### config.mk
export PLATFORM = sky130hd
export DESIGN_NAME = alu_console
export DESIGN_NICKNAME = d
export VERILOG_FILES = /design/src/rtl/alu_console.sv
export SDC_FILE = /design/constraint.sdc
export NUM_CORES = 1
export LEC_CHECK = 0
export ABC_AREA = 1
export BUFFER_PORTS_ARGS = -buffer_cell sky130_fd_sc_hd__buf_4
export CORE_ASPECT_RATIO = 0.75
export CORE_MARGIN = 1
export CORE_UTILIZATION = 39
export DETAILED_ROUTE_END_ITERATION = 8
export PLACE_DENSITY = 0.63
export SETUP_SLACK_MARGIN = 0.4
export SKIP_LAST_GASP = 1
export SLEW_MARGIN = 10
export SYNTH_ARGS = -nofsm -noshare
export SYNTH_HDL_FRONTEND = slang
export SYNTH_SLANG_ARGS = --single-unit
### constraint.sdc
create_clock -name clk -period 2 [get_ports clk]
set_input_delay 0.4 -clock clk [delete_from_list [all_inputs] [get_ports clk]]
set_output_delay 0.4 -clock clk [all_outputs]
set_load 0.02 [all_outputs]
### src/rtl/alu_console.sv
// alu_console: debounced-button console that loads two signed operands and an
//   opcode from switches, then continuously drives the ALU result on leds.
// Latency: a held button loads its register DEBOUNCE_CYCLES+2 edges after the
//   raw press; leds/o_valid/o_overflow follow one edge later.
// Backpressure: none; a button is a one-shot event. Same-cycle pulses resolve
//   by fixed priority and the losers are dropped.
//
// Ports:
//   clk              system clock, rising edge
//   i_reset          synchronous active-high reset
//   switches         operand / opcode source (opcode = low NB_OP bits)
//   btn_set_operand1 / btn_set_operand2 / btn_set_operator / btn_accumulate
//                    raw asynchronous push buttons
//   leds             registered signed result, NB_OUT bits
//   o_valid          leds reflects the currently loaded operands and opcode
//   o_overflow       leds value does not fit in NB_DATA signed bits
//   o_loaded         {operator, operand2, operand1} load flags
module alu_console #(
  parameter int NB_DATA         = 8,
  parameter int NB_OP           = 6,
  parameter int NB_OUT          = 16,
  parameter int DEBOUNCE_CYCLES = 1000000
) (
  input  logic              clk,
  input  logic              i_reset,
  input  logic [NB_DATA-1:0] switches,
  input  logic              btn_set_operand1,
  input  logic              btn_set_operand2,
  input  logic              btn_set_operator,
  input  logic              btn_accumulate,
  output logic [NB_OUT-1:0] leds,
  output logic              o_valid,
  output logic              o_overflow,
  output logic [2:0]        o_loaded
);

  // Counter must be able to hold DEBOUNCE_CYCLES itself (saturation value).
  localparam int CW = $clog2(DEBOUNCE_CYCLES + 1);
  // Shift amount takes one bit more than log2(NB_DATA), so shifts of up to
  // 2*NB_DATA-1 positions are possible on the widened operand.
  localparam int SW = $clog2(NB_DATA) + 1;

  localparam logic [CW-1:0] CNT_MAX = CW'(DEBOUNCE_CYCLES);

  localparam logic [NB_OP-1:0] OP_ADD = NB_OP'(6'b100000);
  localparam logic [NB_OP-1:0] OP_SUB = NB_OP'(6'b100010);
  localparam logic [NB_OP-1:0] OP_AND = NB_OP'(6'b100100);
  localparam logic [NB_OP-1:0] OP_OR  = NB_OP'(6'b100101);
  localparam logic [NB_OP-1:0] OP_XOR = NB_OP'(6'b100110);
  localparam logic [NB_OP-1:0] OP_NOR = NB_OP'(6'b100111);
  localparam logic [NB_OP-1:0] OP_SRA = NB_OP'(6'b000011);
  localparam logic [NB_OP-1:0] OP_SRL = NB_OP'(6'b000010);

  localparam logic [0:0] ST_WAIT  = 1'b0;
  localparam logic [0:0] ST_READY = 1'b1;

  // Button index: 0 operand1, 1 operand2, 2 operator, 3 accumulate.
  // Index order doubles as priority order (lowest index wins).
  localparam int BTN_OP1 = 0;
  localparam int BTN_OP2 = 1;
  localparam int BTN_OPC = 2;
  localparam int BTN_ACC = 3;

  logic [3:0]    btn_raw;
  logic [3:0]    sync1;
  logic [3:0]    sync2;
  logic [3:0]    pulse;
  logic [CW-1:0] cnt [4];

  logic [NB_DATA-1:0] operand1;
  logic [NB_DATA-1:0] operand2;
  logic [NB_OP-1:0]   opcode;
  logic [0:0]         state;

  logic [NB_OUT-1:0]  ext1;
  logic [NB_OUT-1:0]  ext2;
  logic [SW-1:0]      shamt;
  logic [NB_OUT-1:0]  result;
  logic [NB_OUT-NB_DATA:0] result_top;
  logic               result_ovf;
  logic [2:0]         loaded_next;

  assign btn_raw = {btn_accumulate, btn_set_operator, btn_set_operand2, btn_set_operand1};

  // ---------------------------------------------------------------------------
  // Synchronizers and debounce counters.
  // The pulse is registered: it is raised on the edge where the counter steps
  // from DEBOUNCE_CYCLES-1 to DEBOUNCE_CYCLES, so it is high exactly while the
  // counter first sits at its saturation value. Holding the button keeps the
  // counter saturated and never re-fires; any low cycle clears it.
  // ---------------------------------------------------------------------------
  always_ff @(posedge clk) begin
    if (i_reset) begin
      sync1 <= '0;
      sync2 <= '0;
      pulse <= '0;
      for (int i = 0; i < 4; i++) begin
        cnt[i] <= '0;
      end
    end else begin
      sync1 <= btn_raw;
      sync2 <= sync1;
      for (int i = 0; i < 4; i++) begin
        pulse[i] <= sync2[i] && (cnt[i] == CNT_MAX - 1'b1);
        if (!sync2[i]) begin
          cnt[i] <= '0;
        end else if (cnt[i] != CNT_MAX) begin
          cnt[i] <= cnt[i] + 1'b1;
        end
      end
    end
  end

  // ---------------------------------------------------------------------------
  // ALU datapath on sign-extended operands.
  // ---------------------------------------------------------------------------
  assign ext1  = {{(NB_OUT-NB_DATA){operand1[NB_DATA-1]}}, operand1};
  assign ext2  = {{(NB_OUT-NB_DATA){operand2[NB_DATA-1]}}, operand2};
  assign shamt = operand2[SW-1:0];

  always_comb begin
    result = '0;
    case (opcode)
      OP_ADD:  result = ext1 + ext2;
      OP_SUB:  result = ext1 - ext2;
      OP_AND:  result = ext1 & ext2;
      OP_OR:   result = ext1 | ext2;
      OP_XOR:  result = ext1 ^ ext2;
      OP_NOR:  result = ~(ext1 | ext2);
      OP_SRA:  result = $signed(ext1) >>> shamt;
      // Logical shift zero-fills from the top of the widened value, so the
      // sign-extension bits of a negative operand1 shift down into the result.
      OP_SRL:  result = ext1 >> shamt;
      default: result = '0;
    endcase
  end

  // The result fits NB_DATA signed bits iff every bit from NB_DATA-1 upward
  // is a copy of the sign bit.
  assign result_top = result[NB_OUT-1:NB_DATA-1];
  assign result_ovf = ~((&result_top) | ~(|result_top));

  // ---------------------------------------------------------------------------
  // Load flags after this cycle's (single, priority-selected) pulse.
  // ---------------------------------------------------------------------------
  always_comb begin
    loaded_next = o_loaded;
    if (pulse[BTN_OP1]) begin
      loaded_next[0] = 1'b1;
    end else if (pulse[BTN_OP2]) begin
      loaded_next[1] = 1'b1;
    end else if (pulse[BTN_OPC]) begin
      loaded_next[2] = 1'b1;
    end
  end

  // ---------------------------------------------------------------------------
  // Operand / opcode registers, control FSM and registered outputs.
  // ---------------------------------------------------------------------------
  always_ff @(posedge clk) begin
    if (i_reset) begin
      operand1   <= '0;
      operand2   <= '0;
      opcode     <= '0;
      o_loaded   <= 3'b000;
      state      <= ST_WAIT;
      leds       <= '0;
      o_valid    <= 1'b0;
      o_overflow <= 1'b0;
    end else begin
      if (pulse[BTN_OP1]) begin
        operand1 <= switches;
      end else if (pulse[BTN_OP2]) begin
        operand2 <= switches;
      end else if (pulse[BTN_OPC]) begin
        opcode <= switches[NB_OP-1:0];
      end else if (pulse[BTN_ACC] && o_valid) begin
        // Feed the displayed result back as operand1, truncated to operand width.
        operand1 <= leds[NB_DATA-1:0];
      end

      o_loaded <= loaded_next;

      case (state)
        ST_WAIT: begin
          if (loaded_next == 3'b111) begin
            state <= ST_READY;
          end
        end
        default: begin
          // READY is left only through reset.
          state <= ST_READY;
        end
      endcase

      if (state == ST_READY) begin
        leds       <= result;
        o_overflow <= result_ovf;
        o_valid    <= 1'b1;
      end else begin
        o_valid    <= 1'b0;
      end
    end
  end

endmodule

Word level (Yosys, flattened, before mapping)
Memory sizes are Yosys's and may differ from the RTL's. Cells that the tools add are included.

$add $sub $neg: 6. Shifts and indexed selects: 2. Bitwise gates (word level): 17. Equal/unequal tests: 19. Reductions and logical operators: 11. Muxes and demuxes: 51.

Operators with widths (number): 20-bit 2-to-1 mux (8); 16-bit one-hot mux with 8 select lines (1); 20-bit by 1-bit adder with 20-bit output, second input constant (4); 20-bit == test, second input constant (4); 20-bit inequality test, second input constant (4); 1-bit 2-to-1 mux (37); 6-bit == test, second input constant (6); 8-bit 2-to-1 mux (4); 16-bit bitwise AND (1); 16-bit inverter (1); 16-bit bitwise OR (1); 16-bit by 4-bit >> shifter with 16-bit output (1); 8-bit by 4-bit >>> shifter with 16-bit output (1); 16-bit XOR (1); 6-bit by 2-bit == test with 1-bit output, second input constant (2); 8-bit by 8-bit adder with 9-bit output (1); 1-bit bitwise OR (9); 9-bit AND reduction (1); 9-bit OR reduction (1); 8-bit by 8-bit subtractor with 9-bit output (1); 3-bit AND reduction (2); 1-bit logical AND (5); 2-bit inequality test, second input constant (2); 1-bit inverter (4); other kinds (4) (4).

RAM bits: 80. Register bits: 56. Logic and storage cells: 118. Output and inout bits: 21. Memories kept: 1.

Memories: cnt (depth 4, bits a word 20, read ports 4, clocked after Yosys merged registers in 0, write ports 4, line 68) `logic [CW-1:0] cnt [4];`.

Longest topological paths before layout
Gate-level depths: netlist of run 1.

Depth after elaboration: 7. Mapped depth: 16. Mapped depth without buffers: 15.

Worst setup path after synthesis of run 1
OpenSTA, ideal clock, no wires.

Path type: reg-to-reg. Start point: register operand2[3]. End point: register o_overflow. Path slack: -100 ps. Buffers on the path: 1. Cell stages (with the launch flop): 13. Arrival: 1986 ps. Cell sequence: dfxtp_1 inv_1 clkbuf_1 ha_1 or2_1 nand3_1 nand3_1 nand3_1 nand3_2 nor2_1 nand2_1 nand3_1 nand2_1.

Longest elaborated chain between the ends: 6. Elaborated cells between the ends (all ways): 10. Classes of those cells: add/sub (2); shift (2); mux (1); bitwise (3); reduce/logical (2).

RTL lines: start, declared (line 71) `logic [NB_DATA-1:0] operand2;`; start signal, assigned (line 174) `operand2 <= switches;`; 8-bit by 8-bit subtractor with 9-bit output, or another cell as far along (line 125) `OP_SUB: result = ext1 - ext2;`; 16-bit one-hot mux with 8 select lines * (line 123) `case (opcode)`; 9-bit OR reduction (line 141) `assign result_ovf = ~((&result_top) | ~(|result_top));`; 1-bit inverter (line 141); 1-bit bitwise OR * (line 141); 1-bit inverter * (line 141); end signal, assigned (line 198) `o_overflow <= result_ovf;`; end, declared (line 33) `output logic o_overflow,`.

Mark *: on every way between the ends. The rest lies on a longest branch, timed or not. A chain may end at the register's enable or synchronous reset.

==> results of run 1 <==
==> where the power goes <==
group | switching, mW | total [mW] | internal (mW)
Clock | 1.27 | 3.09 | 1.82
Sequential | 0.00355 | 2.94 | 2.93
Combinational | 0.0930 | 0.162 | 0.0688
==> cells in the final DEF, fill, tap and decap left out, types with 12 or more instances in the layout <==
master,synthesis,routed
sky130_fd_sc_hd__a211oi_1,16,16
sky130_fd_sc_hd__a21oi_1,69,44
sky130_fd_sc_hd__a21oi_2,1,25
sky130_fd_sc_hd__buf_4,1,161
sky130_fd_sc_hd__buf_6,0,29
sky130_fd_sc_hd__clkbuf_16,0,17
sky130_fd_sc_hd__dfxtp_1,56,37
sky130_fd_sc_hd__dfxtp_2,0,12
sky130_fd_sc_hd__edfxtp_1,80,80
sky130_fd_sc_hd__ha_1,36,21
sky130_fd_sc_hd__inv_1,189,148
sky130_fd_sc_hd__inv_2,5,31
sky130_fd_sc_hd__nand2_1,257,219
sky130_fd_sc_hd__nand2_2,2,28
sky130_fd_sc_hd__nand2_4,1,12
sky130_fd_sc_hd__nand3_1,71,48
sky130_fd_sc_hd__nand3_2,2,20
sky130_fd_sc_hd__nand4_1,30,30
sky130_fd_sc_hd__nor2_1,119,82
sky130_fd_sc_hd__nor2_2,12,28
sky130_fd_sc_hd__nor2_4,2,23
sky130_fd_sc_hd__nor3_1,40,17
sky130_fd_sc_hd__nor3_2,1,15
sky130_fd_sc_hd__o211ai_1,12,12
sky130_fd_sc_hd__o21ai_0,63,36
sky130_fd_sc_hd__o21ai_1,1,14
sky130_fd_sc_hd__o21ai_2,1,13
==> state kept, by name, indices dropped and copies added, names as in the netlist <==
signal      flops
cnt            80
pulse           4
operand2        8
o_overflow      1
leds           16
opcode          6
operand1        8
o_valid         1
state           1
sync1           4
o_loaded        3
sync2           4
==> how the worst max path moves through the flow <==
stage / startpoint / endpoint / cells past startpoint
floorplan: cnt[0][0] / cnt[0][0] / 5
global placement: operand1[4] / leds[7] / 12
detailed placement: operand2[5] / o_overflow / 13
CTS: operand2[0] / o_overflow / 12
global route: operand2[0] / o_overflow / 12
finish: cnt[3][1] / cnt[3][9] / 9
==> per-layer routing <==
metal / vias to the layer above / global-route usage / wire length [microns] / part of all wire
li1: 4299 / - / - / -
met1: 4196 / 0.3259 / 12420 / 0.45
met2: 320 / 0.3562 / 12580 / 0.46
met3: 48 / 0.04037 / 1784 / 0.065
met5: - / 0 / 0 / 0
met4: 0 / 0.07482 / 507 / 0.019
==> metrics by stage <==
stage | setup slack, ns | area (sq um) | TNS [ns] | hold slack, ns | power, mW
after floorplan | -0.001068 | 8897 | -0.02137 | 0.3883 | 3.056
after global routing | -0.05732 | 12660 | -0.07513 | 0.1640 | 6.330
final | 0.03596 | 12660 | 0 | 0.1722 | 6.185
after global placement | 0.05462 | 9716 | 0 | 0.3930 | 3.116
after detailed placement | -0.009451 | 9716 | -0.009451 | 0.3983 | 3.117
after CTS | 0.1521 | 11700 | 0 | 0.1596 | 6.191
==> Yosys cell counts, types with 2 or more instances <==
cell type	count	area share
sky130_fd_sc_hd__a211oi_1	16	0.014
sky130_fd_sc_hd__a21oi_1	69	0.040
sky130_fd_sc_hd__a31oi_1	4	0.0029
sky130_fd_sc_hd__and2_1	2	0.0014
sky130_fd_sc_hd__buf_1	3	0.0013
sky130_fd_sc_hd__buf_2	15	0.0087
sky130_fd_sc_hd__clkbuf_1	8	0.0035
sky130_fd_sc_hd__dfxtp_1	56	0.13
sky130_fd_sc_hd__edfxtp_1	80	0.28
sky130_fd_sc_hd__fa_1	2	0.0046
sky130_fd_sc_hd__ha_1	36	0.052
sky130_fd_sc_hd__inv_1	189	0.082
sky130_fd_sc_hd__inv_2	5	0.0022
sky130_fd_sc_hd__nand2_1	257	0.11
sky130_fd_sc_hd__nand2_2	2	0.0014
sky130_fd_sc_hd__nand3_1	71	0.041
sky130_fd_sc_hd__nand3_2	2	0.0023
sky130_fd_sc_hd__nand3b_1	2	0.0017
sky130_fd_sc_hd__nand4_1	30	0.022
sky130_fd_sc_hd__nor2_1	119	0.052
sky130_fd_sc_hd__nor2_2	12	0.0087
sky130_fd_sc_hd__nor2_4	2	0.0026
sky130_fd_sc_hd__nor3_1	40	0.023
sky130_fd_sc_hd__nor3b_1	14	0.012
sky130_fd_sc_hd__nor4_1	11	0.0079
sky130_fd_sc_hd__o211ai_1	12	0.010
sky130_fd_sc_hd__o21a_1	3	0.0026
sky130_fd_sc_hd__o21ai_0	63	0.036
sky130_fd_sc_hd__o21bai_1	3	0.0026
sky130_fd_sc_hd__or2_1	3	0.0022
sky130_fd_sc_hd__or2_2	6	0.0043
sky130_fd_sc_hd__xnor2_1	6	0.0061
sky130_fd_sc_hd__xor2_1	8	0.0081
==> cell type report <==
cell class                 instances  area (sq um)
clock inverter                    10         93.84
timing repair buffer             204          1821
fill                            1793          8807
inverter                         194         773.2
clock buffer                      22         474.2
tap                              288         360.3
multi-input combinational        820          5574
sequential                       136          3565
==> worst reg2reg max path, stage by stage, from the launching register on <==
cell	delay (ns)
sky130_fd_sc_hd__edfxtp_1	0.37
sky130_fd_sc_hd__buf_4	0.13
sky130_fd_sc_hd__buf_6	0.10
sky130_fd_sc_hd__nand4_1	0.11
sky130_fd_sc_hd__or2_1	0.26
sky130_fd_sc_hd__or2_4	0.26
sky130_fd_sc_hd__buf_4	0.14
sky130_fd_sc_hd__buf_6	0.11
sky130_fd_sc_hd__o21ai_2	0.16
sky130_fd_sc_hd__a21oi_2	0.05
==> cell families after synthesis <==
group,after synthesis,synth area share
AO/OA/AOI/OAI,181,0.1193
XOR/XNOR,14,0.01416
adder cells (fa/ha/maj),38,0.05662
buffers and inverters,221,0.09837
flip-flops,136,0.4068
AND/OR/NAND/NOR,581,0.3048
==> timing repair <==
| action | 4_1_cts | 5_1_grt |
|---|---|---|
| resized for setup | 211 | 142 |
| setup endpoints to repair | 163 | 188 |
| pin swaps | 76 | 83 |
| cloned | 7 | 2 |
| hold buffers | 0 | 0 |
| buffers inserted | 72 | 46 |
==> qor_table.md, run 1 <==
| Stage | Quantity | This run |
| --- | --- | --- |
| outcome | Result of the run | finished, final reports clean |
| sta | Number of slew-limit violations in the final report | 0 |
| hold path | Worst hold start | btn_accumulate |
| final layout | Utilization of the core after routing | 0.5898 |
| synth | Number of flops mapped to enable cells by yosys | 80 |
| critical path | Largest fanout on the critical path | 3 |
| synth | Synthesized netlist cell count | 1,171 |
| placed design | Hpwl dp | 17,300 microns |
| clock network | H-Tree Depth | 4 |
| synth | Net count after synthesis | 1,223 |
| synth | Prevailing post-synth register cell | sky130_fd_sc_hd__edfxtp_1 |
| sta | Worst slew margin relative to its limit | 0.7195 |
| routing | Remaining antenna violation count | 0 |
| die | FP Rows | 46 |
| final layout | Antenna diode count | 0 |
| critical path | Family of cells with the greatest summed delay on the critical path | simple AND/OR/NAND/NOR gates |
| critical path | Critical path, cell by cell | buf_4 > buf_6 > nand4_1 > or2_1 > or2_4 > buf_4 > buf_6 > o21ai_2 > a21oi_2 |
| die | DIE HEIGHT | 131.1 microns |
| clock network | CTS tree | built |
| critical path | Reg2reg start | cnt[3][1] |
| grt | Tot GR Track Use | 0.2299 |
| hold path | Worst Hold Path Cells | 3 |
| clock network | Cell at the root of the clock tree | sky130_fd_sc_hd__clkbuf_16 |
| placed design | Number of placed cells counting well taps | 1,515 |
| critical path | Kind of end point of the critical path | register |
| critical path | Signal arrival time at the worst endpoint | 2.14 ns |
| critical path | Data required time at the worst endpoint | 2.17 ns |
| grt | Gr ovfl total | 0 |
| synth | Mean post-synth cell area | 7.397 sq um |
| power and ir drop | Worst IR Drop VDD | 588.8 uV |
| sta | Fmax | 0.5092 GHz |
| clock network | TritonCTS sink count | 136 |
| final layout | Number of nets at the end of the flow | 1,425 |
| grt | First-pass GRT wire length | 41,290 microns |
| clock network | Clock transition at the registers of the reported paths | 0.07 ns |
| critical path | Kind of launch point of the worst setup path | register |
| final layout | Area overhead of the layout relative to synthesis | 46.17% |
| die | Starting density of the core | 0.4035 |
| hold path | Min-Delay Path Class | in2reg |
| synth | Cell area after synthesis | 8662 sq um |
| grt | Number of antenna violations at the first check in global routing | 0 |
| sta | Finish-stage setup viols | 0 |
| critical path | Worst reg-to-reg path cell count | 9 |
| die | Area of the die | 22,820 sq um |
| clock network | Number of clock buffers inserted by TritonCTS | 17 |
| critical path | Critical path class | reg2reg |
| sta | Worst Clk Skew | 0.01340 ns |
| routing | Remaining design rule violation count | 0 |
| critical path | Count of buffer and inverter cells on the critical path | 4 |
| routing | WL final | 27,290 microns |
| critical path | CP max stage cell | sky130_fd_sc_hd__edfxtp_1 |
| routing | Average via count per standard cell | 5.295 |
| critical path | Largest stage delay on the critical path | 0.37 ns |
| critical path | End of the worst register-to-register path | cnt[3][9] |
| final layout | Layout cell share with drive strength beyond 1 | 0.3874 |
| grt | Via count of the first global-routing pass | 7,997 |
| synth | Flip-flop and latch count after synthesis | 136 |
| routing | Number of vias after detailed routing | 8,863 |
| sta | Setup repair after global routing missed its margin | yes |
| clock network | Deepest clock path buffer count | 2 |
| hold path | Hold endpoint | sync1[3] |
| placed design | Count of buffers from port buffering | 34 |
| synth | FFs w/ async S/R, synth | 0 |
| routing | WL per Instance | 16.30 microns |
| critical path | Reg2Reg Setup Slack | 0.04 ns |
| grt | Largest net degree at the start of global routing | 18 |
| final layout | Post-Layout Cell Count | 1,674 |
| synth | Distinct cell type count of the synthesized netlist | 53 |
| die | I/O pin total | 35 |
| power and ir drop | Leakage power summed over all cells | 5.375 nW |
| sta | Fraction of the cycle the final worst path needs | 0.9820 |
| power and ir drop | Power density over the cells | 488.5 nW/um^2 |
| routing | DRT iter0 DRCs | 777 |
| sta | Final hold viol count | 0 |
| sta | Slew at the pin with the worst max-slew slack | 0.4202 ns |
| job | Number of max-capacitance violations reported | 0 |
| placed design | Routability cong. | 0.9820 |
| die | Floorplan die width | 174.1 microns |
| synth | Yosys warns | 0 |
| die | Floorplan Core Area | 21,470 sq um |
| routing | Pre-Repair DR Iteration Count | 6 |
| sta | Shortest clock period the worst path allows after layout | 1.964 ns |
| clock network | Insertion delay to the later sink of the worst-skew pair | 0.43 ns |
| synth | Portion of the post-synthesis area used by sequential elements | 0.4068 |
Power figures use the tool's default switching activity.
==> inputs of run 2 (changes only) <==
--- a/config.mk
+++ b/config.mk
@@ -11,7 +11,7 @@
 export CORE_MARGIN = 1
 export CORE_UTILIZATION = 39
 export DETAILED_ROUTE_END_ITERATION = 8
-export PLACE_DENSITY = 0.63
+export PLACE_DENSITY = 0.61
 export SETUP_SLACK_MARGIN = 0.4
 export SKIP_LAST_GASP = 1
 export SLEW_MARGIN = 10
==> constraint.sdc (replaced) <==
create_clock -name clk -period 2.12 [get_ports clk]
set_input_delay 0.424 -clock clk [delete_from_list [all_inputs] [get_ports clk]]
set_output_delay 0.424 -clock clk [all_outputs]
set_load 0.02 [all_outputs]
==> run 2 against run 1 <==
Net effect: worst hold slack improved by 0.030 ns; maximum frequency increased by 3.2%; register-to-register slack improved by 0.18 ns; via count decreased by 4.8%; total power increased by 0.65%; largest power group unchanged.
==> qor_table.md, run 2 (same netlist as run 1, synthesis figures left out) <==
| Stage | Quantity | This run | Change |
| --- | --- | --- | --- |
| final layout | Area overhead of the layout relative to synthesis | 37.40% |  |
| grt | Grt peak-use layer | met2 |  |
| placed design | Count of buffers from port buffering | 34 | unchanged |
| critical path | Kind of launch point of the worst setup path | register |  |
| hold path | Min-Delay Path Class | in2reg |  |
| final layout | Most frequent cells in the layout | 232 x sky130_fd_sc_hd__nand2_1, 157 x sky130_fd_sc_hd__inv_1, 119 x sky130_fd_sc_hd__buf_4 |  |
| grt | Via count of the first global-routing pass | 7,410 | -7.3% |
| die | Floorplan Core Area | 21,470 sq um | unchanged |
| sta | Final hold viol count | 0 | unchanged |
| sta | Fmax | 0.5257 GHz | +3.2% |
| routing | Pre-Repair DR Iteration Count | 7 | +1 |
| routing | Average via count per standard cell | 5.234 | -1.1% |
| die | DIE HEIGHT | 131.1 microns | unchanged |
| final layout | Area occupied by registers | 3573 sq um | +0.25% |
| final layout | Max reg flops | 80 | unchanged |
| clock network | Cell at the root of the clock tree | sky130_fd_sc_hd__clkbuf_16 |  |
| grt | First-pass GRT wire length | 38,430 microns | -6.9% |
| clock network | H-Tree Depth | 4 | unchanged |
| sta | Worst Clk Skew | 0.007984 ns | -0.005415 ns |
| final layout | Number of nets at the end of the flow | 1,363 | -4.4% |
| final layout | Layout cell share with drive strength beyond 1 | 0.3202 | -0.06720 |
| final layout | Area occupied by multi-input gates | 5351 sq um | -4.0% |
| clock network | Clock transition at the registers of the reported paths | 0.06 ns | about the same |
| clock network | Number of clock buffers inserted by TritonCTS | 17 | unchanged |
| grt | Global-route track usage on met2 | 0.3224 | -0.03388 |
| grt | Gr ovfl total | 0 | unchanged |
| critical path | Signal arrival time at the worst endpoint | 2.22 ns | +0.08 ns |
| power and ir drop | Worst IR Drop VDD | 520.3 uV | -12% |
| sta | Total negative setup slack | 0 ns | unchanged |
| routing | WL final | 26,080 microns | -4.4% |
| die | Area of the die | 22,820 sq um | unchanged |
| grt | M3 GR Usage | 0.04469 | +0.004325 |
| sta | Slew at the pin with the worst max-slew slack | 0.7228 ns | +0.3027 ns |
| sta | Worst slew margin relative to its limit | 0.5176 | -0.2019 |
| final layout | Registers with the most flip-flops | cnt (80), leds (16) |  |
| routing | Remaining design rule violation count | 0 | unchanged |
| routing | Number of vias after detailed routing | 8,438 | -4.8% |
| grt | Tot GR Track Use | 0.2147 | -0.01521 |
| sta | Finish-stage setup viols | 0 | unchanged |
| placed design | Hpwl dp | 17,160 microns | -0.81% |
| routing | DRT iter0 DRCs | 799 | +2.8% |
| final layout | Post-Layout Cell Count | 1,612 | -3.7% |
| die | FP Rows | 46 | unchanged |
| final layout | Filler Cell Count | 1,958 | +9.2% |
| die | Floorplan die width | 174.1 microns | unchanged |
| placed design | Routability cong. | 0.9514 | -3.1% |
| clock network | CTS tree | built |  |
| critical path | Largest fanout on the critical path | 6 | +3 |
| final layout | Antenna diode count | 0 | unchanged |
| clock network | Insertion delay to the later sink of the worst-skew pair | 0.43 ns | about the same |
| sta | Number of slew-limit violations in the final report | 0 | unchanged |
| grt | Number of antenna violations at the first check in global routing | 0 | unchanged |
| sta | Fraction of the cycle the final worst path needs | 0.8973 | -0.08467 |
| job | Number of max-capacitance violations reported | 0 | unchanged |
| clock network | TritonCTS sink count | 136 | unchanged |
| clock network | Deepest clock path buffer count | 2 | unchanged |
| routing | WL per Instance | 16.18 microns | -0.76% |
| power and ir drop | Leakage power summed over all cells | 5.020 nW | -6.6% |
| sta | Shortest clock period the worst path allows after layout | 1.902 ns | -0.06167 ns |
| power and ir drop | Power density over the cells | 523.1 nW/um^2 | +7.1% |
| final layout | Most flop-heavy register | cnt |  |
| grt | M1 GR Usage | 0.3090 | -0.01688 |
| outcome | Result of the run | finished, final reports clean |  |
| placed design | Number of placed cells counting well taps | 1,497 | -1.2% |
| critical path | Data required time at the worst endpoint | 2.44 ns | +0.27 ns |
| final layout | Most common library cell in the layout ignoring fill and taps | sky130_fd_sc_hd__nand2_1 |  |
| die | I/O pin total | 35 | unchanged |
| routing | Remaining antenna violation count | 0 | unchanged |
| die | Starting density of the core | 0.4035 | unchanged |
| grt | Largest net degree at the start of global routing | 21 | +3 |
| critical path | Kind of end point of the critical path | register |  |
| sta | Setup repair after global routing missed its margin | yes |  |
| critical path | Critical path class | reg2reg |  |
==> run 2: metal layers <==
metal,wire [microns],vias to the layer above
li1,-,4182
met1,12200,3959
met2,11690,262
met3,1739,35
met4,451,0
met5,0,-
==> run 2: stage by stage <==
| stage | hold WS, ns | setup WS (ns) | instance area, sq um | utilization | total power, mW |
|---|---|---|---|---|---|
| 5_1_grt | 0.2200 | 0.1267 | 11900 | 0.5544 | 6.416 |
| 2_1_floorplan | 0.3883 | 0.1189 | 8780 | - | 2.882 |
| 3_3_place_gp | 0.3920 | 0.08718 | 9472 | 0.4412 | 2.934 |
| 3_5_place_dp | 0.3948 | 0.08273 | 9472 | 0.4412 | 2.934 |
| 4_1_cts | 0.1874 | 0.2691 | 10850 | 0.5054 | 6.268 |
| 6_report | 0.2018 | 0.2176 | 11900 | 0.5544 | 6.225 |
==> run 2: final timing paths <==
path	slack (ns)	from	cells after the start	to
max	0.22	operand2[0]	11	leds[12]
max reg2reg	0.22	operand2[0]	11	leds[12]
min reg2reg	0.40	sync1[0]	2	sync2[0]
min	0.20	btn_set_operator	3	sync1[2]
==> run 2: area by class of cell <==
type / instances / area share
well taps: 288 / 0.03028
repair buffers: 142 / 0.09882
inverters: 194 / 0.06381
flip-flops and latches: 136 / 0.3003
repair inverters: 1 / 0.0006308
clock inverters: 9 / 0.009987
multi-input cells: 819 / 0.4496
clock buffers: 23 / 0.04657
==> run 2: what timing repair did <==
| item | CTS | global route |
|---|---|---|
| cloned | 5 | 2 |
| pin swaps | 43 | 75 |
| setup buffers | 30 | 46 |
| hold endpoints to repair | 0 | 0 |
| hold buffers | 0 | 0 |
| setup endpoints to repair | 146 | 153 |
| resized for setup | 121 | 181 |
==> run 2: critical path, cell delays in order, from the launching register on <==
cell	delay, ns
sky130_fd_sc_hd__dfxtp_4	0.37
sky130_fd_sc_hd__ha_4	0.17
sky130_fd_sc_hd__fa_2	0.36
sky130_fd_sc_hd__nand2_2	0.10
sky130_fd_sc_hd__nand2_4	0.07
sky130_fd_sc_hd__nand3_4	0.09
sky130_fd_sc_hd__nand3_2	0.07
sky130_fd_sc_hd__nand3_2	0.11
sky130_fd_sc_hd__nand3_4	0.14
sky130_fd_sc_hd__buf_6	0.15
sky130_fd_sc_hd__o21ai_1	0.10
sky130_fd_sc_hd__nand2_1	0.06
==> run 2: power by group <==
group	switching, mW	internal (mW)
Combinational	0.0797	0.0502
Sequential	0.00326	2.76
Clock	1.22	2.11
Total	1.31	4.92
==> inputs of run 3 (changes only) <==
==> constraint.sdc (replaced) <==
create_clock -name clk -period 2.45 [get_ports clk]
set_input_delay 0.49 -clock clk [delete_from_list [all_inputs] [get_ports clk]]
set_output_delay 0.49 -clock clk [all_outputs]
set_load 0.02 [all_outputs]
==> run 3 against run 2 <==
Net effect: combinational power fell by 35%; flip-flop and latch count unchanged; via count decreased by 6.5%; sequential share of layout area up 4.7 points; total power fell by 22%; global-route usage decreased by 0.58 points; final cell count down 4.9%; register-to-register slack improved by 0.27 ns; critical path type unchanged; clock skew increased by 0.0029 ns; critical path depth decreased by 5; cell area shrank 14%; core utilization fell by 8.0 points.
==> qor_table.md, run 3 (same netlist as run 1, synthesis figures left out) <==
| Stage | Quantity | This run | Change |
| --- | --- | --- | --- |
| power and ir drop | Leakage power summed over all cells | 4.246 nW | -15% |
| die | Area of the die | 22,820 sq um | unchanged |
| routing | Number of vias after detailed routing | 7,891 | -6.5% |
| critical path | CP max stage cell | sky130_fd_sc_hd__edfxtp_1 |  |
| critical path | Largest fanout on the critical path | 10 | +4 |
| die | DIE HEIGHT | 131.1 microns | unchanged |
| clock network | Deepest clock path buffer count | 2 | unchanged |
| sta | Worst Clk Skew | 0.01084 ns | +0.002861 ns |
| routing | Average via count per standard cell | 5.147 | -1.7% |
| final layout | Filler Cell Count | 2,162 | +10% |
| critical path | Largest stage delay on the critical path | 0.47 ns | +0.10 ns |
| critical path | Kind of end point of the critical path | register |  |
| die | Starting density of the core | 0.4035 | unchanged |
| sta | Slew at the pin with the worst max-slew slack | 0.8584 ns | +0.1355 ns |
| routing | WL final | 23,170 microns | -11% |
| outcome | Result of the run | finished, final reports clean |  |
| power and ir drop | Power density over the cells | 479.3 nW/um^2 | -8.4% |
| routing | DRT iter0 DRCs | 810 | +1.4% |
| grt | Via count of the first global-routing pass | 7,201 | -2.8% |
| critical path | Family of cells with the greatest summed delay on the critical path | simple AND/OR/NAND/NOR gates |  |
| critical path | Critical path class | reg2reg |  |
| sta | Finish-stage setup viols | 0 | unchanged |
| die | Floorplan die width | 174.1 microns | unchanged |
| grt | First-pass GRT wire length | 37,340 microns | -2.8% |
| sta | Setup repair after global routing missed its margin | no |  |
| placed design | Worst setup timing slack at the placement stage | 0.2870 ns | +0.2043 ns |
| clock network | Clock transition at the registers of the reported paths | 0.06 ns | about the same |
| routing | WL per Instance | 15.11 microns | -6.6% |
| sta | Fraction of the cycle the final worst path needs | 0.8009 | -0.09649 |
| clock network | Insertion delay to the later sink of the worst-skew pair | 0.42 ns | about the same |
| placed design | Routability cong. | 1.003 | +5.4% |
| grt | Tot GR Track Use | 0.2088 | -0.005838 |
| final layout | Registers with the most flip-flops | cnt (80), leds (16) |  |
| sta | Worst slew margin relative to its limit | 0.4256 | -0.09195 |
| final layout | Most frequent cells in the layout | 253 x sky130_fd_sc_hd__nand2_1, 185 x sky130_fd_sc_hd__inv_1, 116 x sky130_fd_sc_hd__nor2_1 |  |
| final layout | Max reg flops | 80 | unchanged |
| critical path | Signal arrival time at the worst endpoint | 2.13 ns | -0.09 ns |
| final layout | Most common library cell in the layout ignoring fill and taps | sky130_fd_sc_hd__nand2_1 |  |
| critical path | Critical path, cell by cell | nor4_1 > nand3_1 > o21ai_2 > buf_4 > a21oi_1 > o21a_1 |  |
| sta | Shortest clock period the worst path allows after layout | 1.962 ns | +0.05972 ns |
| grt | Largest net degree at the start of global routing | 28 | +33% |
| die | FP Rows | 46 | unchanged |
| power and ir drop | Worst IR Drop VDD | 274.2 uV | -47% |
| placed design | Hpwl dp | 17,180 microns | +0.14% |
| hold path | Min-Delay Path Class | in2reg |  |
| clock network | Cell at the root of the clock tree | sky130_fd_sc_hd__clkbuf_16 |  |
| die | I/O pin total | 35 | unchanged |
| final layout | Area of all placed cells without fillers | 10,190 sq um | -14% |
| routing | Remaining design rule violation count | 0 | unchanged |
| critical path | Kind of launch point of the worst setup path | register |  |
| final layout | Antenna diode count | 0 | unchanged |
| grt | Gr ovfl total | 0 | unchanged |
| routing | Remaining antenna violation count | 0 | unchanged |
| power and ir drop | Design Power | 4.883 mW | -22% |
| final layout | Layout cell share with drive strength beyond 1 | 0.1430 | -0.1773 |
| grt | Number of antenna violations at the first check in global routing | 0 | unchanged |
| routing | Pre-Repair DR Iteration Count | 7 | unchanged |
| sta | Smallest setup slack after layout | 0.4879 ns | +0.2703 ns |
| sta | Total negative setup slack | 0 ns | unchanged |
| final layout | Number of nets at the end of the flow | 1,284 | -5.8% |
| clock network | H-Tree Depth | 4 | unchanged |
| clock network | TritonCTS sink count | 136 | unchanged |
| sta | Number of slew-limit violations in the final report | 0 | unchanged |
| clock network | CTS tree | built |  |
| sta | Fmax | 0.5097 GHz | -3.0% |
| clock network | Number of clock buffers inserted by TritonCTS | 17 | unchanged |
| final layout | Most flop-heavy register | cnt |  |
| die | Floorplan Core Area | 21,470 sq um | unchanged |
| placed design | Post-detailed-placement cell area | 9368 sq um | -1.1% |
| placed design | Count of buffers from port buffering | 34 | unchanged |
| job | Number of max-capacitance violations reported | 0 | unchanged |
| critical path | Data required time at the worst endpoint | 2.62 ns | +0.18 ns |
| sta | Final hold viol count | 0 | unchanged |
| final layout | Area overhead of the layout relative to synthesis | 17.61% |  |
| critical path | Count of buffer and inverter cells on the critical path | 1 | unchanged |
==> run 3: layer usage <==
metal | GRT usage | wire [microns] | vias up
met5 | 0 | 0 | -
met4 | 0.05779 | 314 | 0
met3 | 0.04614 | 1671 | 28
met2 | 0.3082 | 9542 | 250
met1 | 0.3055 | 11640 | 3620
li1 | - | - | 3993
==> run 3: final timing paths <==
kind	slack, ns	endpoint	startpoint	depth (start not counted)
setup / recovery	0.49	cnt[3][12]	cnt[3][8]	6
hold / removal	0.28	sync1[2]	btn_set_operator	3
setup reg to reg	0.49	cnt[3][12]	cnt[3][8]	6
hold reg to reg	0.41	sync2[0]	sync1[0]	2
==> run 3: worst min-delay path: cells and delay by family <==
kind                   cells  cell delay [ns]
and+or+nand+nor            1             0.06
buffers and inverters      2             0.10
==> run 3: cell type report <==
cell class / count / area [sq um] / area share
multi-input combinational: 814 / 4477 / 0.4394
sequential: 136 / 3542 / 0.3477
inverter: 194 / 734.5 / 0.07210
timing repair buffer: 69 / 530.5 / 0.05208
clock buffer: 22 / 464.2 / 0.04557
tap: 288 / 360.3 / 0.03537
clock inverter: 10 / 78.83 / 0.007738
==> run 3: where the power goes <==
part | internal, mW | total, mW | switching [mW]
Clock | 1.43 | 2.40 | 0.962
Combinational | 0.0288 | 0.0841 | 0.0553
Sequential | 2.40 | 2.40 | 0.00329
Total | 3.86 | 4.88 | 1.02
==> run 3: metrics by stage <==
step / util / cells / hold slack, ns
after floorplan: - / 1171 / 0.3883
after global placement: 0.4364 / 1492 / 0.3908
after detailed placement: 0.4364 / 1492 / 0.3952
after CTS: 0.4630 / 1524 / 0.2646
after global routing: 0.4745 / 1533 / 0.3035
final: 0.4745 / 1533 / 0.2770
==> run 3: timing repair <==
action,in CTS,in global routing
hold buffers,0,0
buffers inserted,0,9
endpoints found under the setup margin,10,37
resized for setup,9,51
pin swaps,0,13
endpoints found under the hold margin,0,0
